**config.mk**
```make
export PLATFORM = sky130hd
export DESIGN_NAME = exe_mem_pipe_stage
export DESIGN_NICKNAME = d
export VERILOG_FILES = /design/src/rtl/exe_mem_pipe_stage.sv
export SDC_FILE = /design/constraint.sdc
export NUM_CORES = 1
export LEC_CHECK = 0
export CAP_MARGIN = 5
export CORE_ASPECT_RATIO = 0.8
export CORE_MARGIN = 1.5
export CORE_UTILIZATION = 40
export DETAILED_ROUTE_END_ITERATION = 16
export GPL_ROUTABILITY_DRIVEN = 0
export HOLD_SLACK_MARGIN = 0.03
export PLACE_DENSITY = 0.66
export SYNTH_ARGS = -nofsm -noshare
export SYNTH_HDL_FRONTEND = slang
export SYNTH_SLANG_ARGS = --single-unit
```
**constraint.sdc**
```tcl
create_clock -name clk -period 1.65 [get_ports clk]
set_clock_uncertainty 0.15 [all_clocks]
set_input_delay 0.165 -clock clk [delete_from_list [all_inputs] [get_ports clk]]
set_output_delay 0.165 -clock clk [all_outputs]
set_load 0.05 [all_outputs]
```
**src/rtl/exe_mem_pipe_stage.sv**
```systemverilog
// EXE->MEM pipeline stage: valid/ready handshake with a 2-entry skid buffer,
// synchronous flush and a saturating stall-cycle counter.
module exe_mem_pipe_stage #(
    parameter int DATA_W = 32,
    parameter int RD_W   = 4,
    parameter int SIZE_W = 2,
    parameter int CNT_W  = 8
) (
    input  logic              clk,
    input  logic              reset_n,
    input  logic              flush,
    input  logic              in_valid,
    output logic              in_ready,
    input  logic [DATA_W-1:0] data_in,
    input  logic [DATA_W-1:0] alu_out,
    input  logic [RD_W-1:0]   rd_in,
    input  logic [SIZE_W-1:0] size_in,
    input  logic              li_in,
    input  logic              rf_en_in,
    input  logic [3:0]        flags_in,
    output logic              out_valid,
    input  logic              out_ready,
    output logic [DATA_W-1:0] data_mem_in,
    output logic [DATA_W-1:0] address_data_out,
    output logic [RD_W-1:0]   rd_out,
    output logic [SIZE_W-1:0] size_out,
    output logic              load_inst,
    output logic              rf_en,
    output logic [3:0]        flags_out,
    output logic [CNT_W-1:0]  stall_cnt
);

    localparam int PL_W = 2*DATA_W + RD_W + SIZE_W + 2 + 4;

    function automatic logic [CNT_W-1:0] sat_inc(input logic [CNT_W-1:0] c);
        return (&c) ? c : c + {{(CNT_W-1){1'b0}}, 1'b1};
    endfunction

    logic [PL_W-1:0] in_pl;
    logic [PL_W-1:0] m_pl;
    logic [PL_W-1:0] s_pl;
    logic            m_vld;
    logic            s_vld;
    logic            m_vld_nxt;
    logic            s_vld_nxt;
    logic            m_load;
    logic            m_from_s;
    logic            s_load;
    logic            accept;
    logic            pop;
    logic            m_li;
    logic            m_rf;

    assign in_pl  = {data_in, alu_out, rd_in, size_in, li_in, rf_en_in, flags_in};
    assign accept = in_valid && in_ready;
    assign pop    = m_vld && out_ready;

    // Main/skid occupancy control; flush squashes everything held
    always_comb begin
        m_vld_nxt = m_vld;
        s_vld_nxt = s_vld;
        m_load    = 1'b0;
        m_from_s  = 1'b0;
        s_load    = 1'b0;
        if (flush) begin
            m_vld_nxt = 1'b0;
            s_vld_nxt = 1'b0;
        end else if (!m_vld || pop) begin
            if (s_vld) begin
                m_load    = 1'b1;
                m_from_s  = 1'b1;
                m_vld_nxt = 1'b1;
                s_vld_nxt = 1'b0;
            end else begin
                m_load    = accept;
                m_vld_nxt = accept;
            end
        end else if (accept) begin
            s_load    = 1'b1;
            s_vld_nxt = 1'b1;
        end
    end

    always_ff @(posedge clk or negedge reset_n) begin
        if (!reset_n) begin
            m_vld <= 1'b0;
            s_vld <= 1'b0;
        end else begin
            m_vld <= m_vld_nxt;
            s_vld <= s_vld_nxt;
        end
    end

    // Payload only moves on a write so bubbles leave the outputs quiet
    always_ff @(posedge clk or negedge reset_n) begin
        if (!reset_n) begin
            m_pl <= '0;
            s_pl <= '0;
        end else begin
            if (m_load) m_pl <= m_from_s ? s_pl : in_pl;
            if (s_load) s_pl <= in_pl;
        end
    end

    always_ff @(posedge clk or negedge reset_n) begin
        if (!reset_n) begin
            stall_cnt <= '0;
        end else if (!flush && m_vld && !out_ready) begin
            stall_cnt <= sat_inc(stall_cnt);
        end
    end

    assign in_ready  = !s_vld;
    assign out_valid = m_vld;
    assign {data_mem_in, address_data_out, rd_out, size_out, m_li, m_rf, flags_out} = m_pl;
    assign load_inst = m_li && m_vld;
    assign rf_en     = m_rf && m_vld;

endmodule

```
==> results by group <==
Outcome
  – Status: finished, final reports clean

Logic synthesis
  – Ys async rst share: between 90% and 100%
  – Synth cell types: 32
  – Register area share after synthesis: around 53%
  – Yosys warnings: 0
  – Cell count after synthesis: 720
  – Register bit total from synthesis: roughly 160
  – Main synth FF type: dfrtp_1
  – Post-synth net total: around 800
  – Synth Cell Area: 7674 µm²
  – Syn Area/Cell: 10.66 µm²
  – EDFF count, synth: 0

Setup path
  – Critical path peak fanout: 23
  – Worst Path Class, Setup: flop to flop
  – Cells along the critical path: and2b_2 -> nand3_4 -> buf_12 -> mux2_2
  – CP startpoint kind: flop
  – CP required: between 1500 and 2000 ps
  – Crit path DAT: 1800 ps
  – Critical path's largest stage delay: 420 ps
  – Crit-path slowest cell: dfrtp_2
  – Crit. End Element: flop

Power and ir drop
  – Leakage: 4.692 nW
  – Cell area power density: about 1300 nW/µm²
  – VDD IR-drop max: 0.0008344 V

STA
  – Hold Violations, Final: 0
  – Part of the cycle the worst path needs: 99.72%
  – Worst slew pin tran: around 520 ps
  – Final-report max-slew violation count: 0
  – RSZ-0062 raised after global routing: yes
  – Slew margin rel.: 65.17%
  – Final worst path period need: 1645 ps
  – # setup viols final: 0
  – Fmax: between 600 and 700 MHz

Route
  – Routed vias: 5834
  – 1st-iter DRT viols: 367
  – Post-route ant nets: 0
  – Routed wire length: roughly 20000 µm
  – Wire per inst: ~18 µm
  – Routed vias/inst: 5.338
  – TritonRoute pass-1 iters: 4
  – Drc violations: 0

Die
  – Row count: 45
  – Full die area: 20030 µm²
  – Chip width: 157.9 µm
  – Initial core utilization: 40.68%
  – Core area: 18860 µm²
  – IO Count: 167
  – Die height: 126.9 µm

Placed design
  – Input/output buffers: 166
  – DP Area: between 9000 and 10000 µm²
  – Hpwl dp: about 12000 µm

Layout
  – Fin area: 10230 µm²
  – Ratio of cells with drive above 1 in the final layout: 31.62%
  – Core Util, Final: 54.22%
  – Multi-input logic area: a little over 3000 µm²
  – Sequential cell area: ~4100 µm²
  – Fill count: 1605
  – Ant diodes: 0
  – Nets@finish: 905
  – P&R area growth vs syn: 33.28%

Clock network
  – TritonCTS Sinks: about 160
  – CTS root buf: clkbuf_16
  – CTS tree: done
  – H-tree levels: 4
  – Total CTS buffers: 17
  – CTS clk-pin slew, worst paths: 60 ps
  – CTS Buffer Depth: 2
  – Worst-Skew Late Latency: 420 ps

Global routing
  – Largest net degree at the start of global routing: 48
  – Initial antenna violation count: 0
  – Gr ovfl total: 0
  – Vias in the first global route: 5919
  – Total GRT Usage: 20.46%
  – First-pass GRT wire length: ~32000 µm

Min path
  – Hold Path Class: input pin to asynchronous set/reset pin

Job
  – MaxCap Viol Count: 0
## report_power, final
part / total (mW) / switching [mW] / internal [mW]
Clock: 4.07 / 1.58 / 2.49
Combinational: 3.92 / 2.23 / 1.69
Sequential: 5.37 / 0.524 / 4.84
## worst max-delay path, delay by kind of cell, from the launching register on
family | cells | cell delay, ps
and+or+nand+nor | 2 | 360
DFF | 1 | 420
buffers and inverters | 1 | 230
muxes | 1 | 350
## sequential cells by signal, indices dropped and copies added, names as in the netlist
name	cells
m_pl	76
s_pl	76
stall_cnt	8
out_valid	1
s_vld	1
## synthesized netlist by cell type (2+ instances only)
cell | n | area (µm²)
o21ai_0 | 76 | 380.4
o31ai_1 | 76 | 570.6
clkbuf_1 | 32 | 120.1
nor2_1 | 79 | 296.5
buf_4 | 74 | 555.5
dfrtp_1 | 162 | 4054
nand2_1 | 5 | 18.77
nor3b_1 | 2 | 15.01
buf_6 | 5 | 56.30
and2_1 | 2 | 12.51
a21oi_1 | 83 | 415.4
and3_1 | 2 | 12.51
mux2_2 | 77 | 867.1
nand3_1 | 2 | 10.01
inv_1 | 2 | 7.510
nand2b_1 | 4 | 25.02
mux2_1 | 2 | 22.52
buf_2 | 21 | 105.1
## metal layers
layer / global-route usage (%) / up-vias / part of all wire (%)
li1: - / 2691 / -
met1: 28.27 / 2927 / 47
met2: 31.81 / 193 / 45
met3: 4.681 / 23 / 5.8
met4: 6.604 / 0 / 1.6
met5: 0 / - / 0
## final timing paths
| path | from | endpoint | slack [ps] | depth (start not counted) |
|---|---|---|---|---|
| worst min-delay path | reset_n | m_pl[27]$_DFFE_PN0P_ | 110 | 2 |
| min in group clk | flags_in[0] | s_pl[0]$_DFFE_PN0P_ | 230 | 2 |
| worst max-delay path | out_valid$_DFFE_PN0N_ | s_pl[32]$_DFFE_PN0P_ | 5 | 4 |
| max in group asynchronous | reset_n | m_pl[16]$_DFFE_PN0P_ | 670 | 3 |
| worst max register to register | out_valid$_DFFE_PN0N_ | s_pl[32]$_DFFE_PN0P_ | 5 | 4 |
| worst min register to register | s_pl[32]$_DFFE_PN0P_ | s_pl[32]$_DFFE_PN0P_ | 350 | 1 |
## timing repair
action	in CTS	in global routing
setup endpoints to repair	12	83
resized for setup	4	19
gates cloned	0	1
pin swaps	0	26
endpoints found under the hold margin	162	0
hold buffers	1	0
setup buffers	0	1
## through the flow
| step | worst slack [ps] | hold slack [ps] | TNS (ps) | cells | power, mW |
|---|---|---|---|---|---|
| 2_1_floorplan | -145.2 | -280.6 | -4574 | 720 | 8.209 |
| 3_3_place_gp | -320.5 | 10.49 | -27710 | 1059 | 9.211 |
| 3_5_place_dp | -316.7 | 9.407 | -32040 | 1059 | 9.290 |
| 4_1_cts | -4.848 | 123.7 | -18.72 | 1091 | 13.41 |
| 5_1_grt | -44.64 | 154.4 | -530.8 | 1093 | 13.94 |
| 6_report | 4.647 | 114.4 | 0 | 1093 | 13.36 |
## layout by cell type (no fill, tap or decap), types with 4 or more instances in the layout
| cell | n |
|---|---|
| dfrtp_1 | 158 |
| buf_4 | 106 |
| a21oi_1 | 82 |
| clkdlybuf4s50_1 | 79 |
| nor2_1 | 78 |
| o31ai_1 | 76 |
| o21ai_0 | 74 |
| mux2_4 | 48 |
| mux2_2 | 31 |
| buf_12 | 23 |
| clkbuf_16 | 18 |
| nand2_1 | 5 |
| dfrtp_2 | 4 |
## cell type report
cell class,count,share of cell area (%)
Clock buffer,22,4.637
Clock inverter,9,1.272
Inverter,2,0.07340
Multi-Input combinational cell,424,29.80
Sequential cell,162,39.69
Tap cell,258,3.156
Timing Repair Buffer,216,21.37
## logic make-up (layout without fill, tap and decap cells)
group                    Yosys count  after routing  synth area share, %
multiplexers                      79             79                11.59
flip-flops                       162            162                52.83
adder cells (fa/ha/maj)            1              1               0.1630
AO/OA/AOI/OAI                    241            241                18.44
AND/OR/NAND/NOR                  102            102                5.854
XOR/XNOR                           1              1               0.1142
buffers and inverters            134            249                11.01
Note: power is estimated with default switching activity, not from simulation.
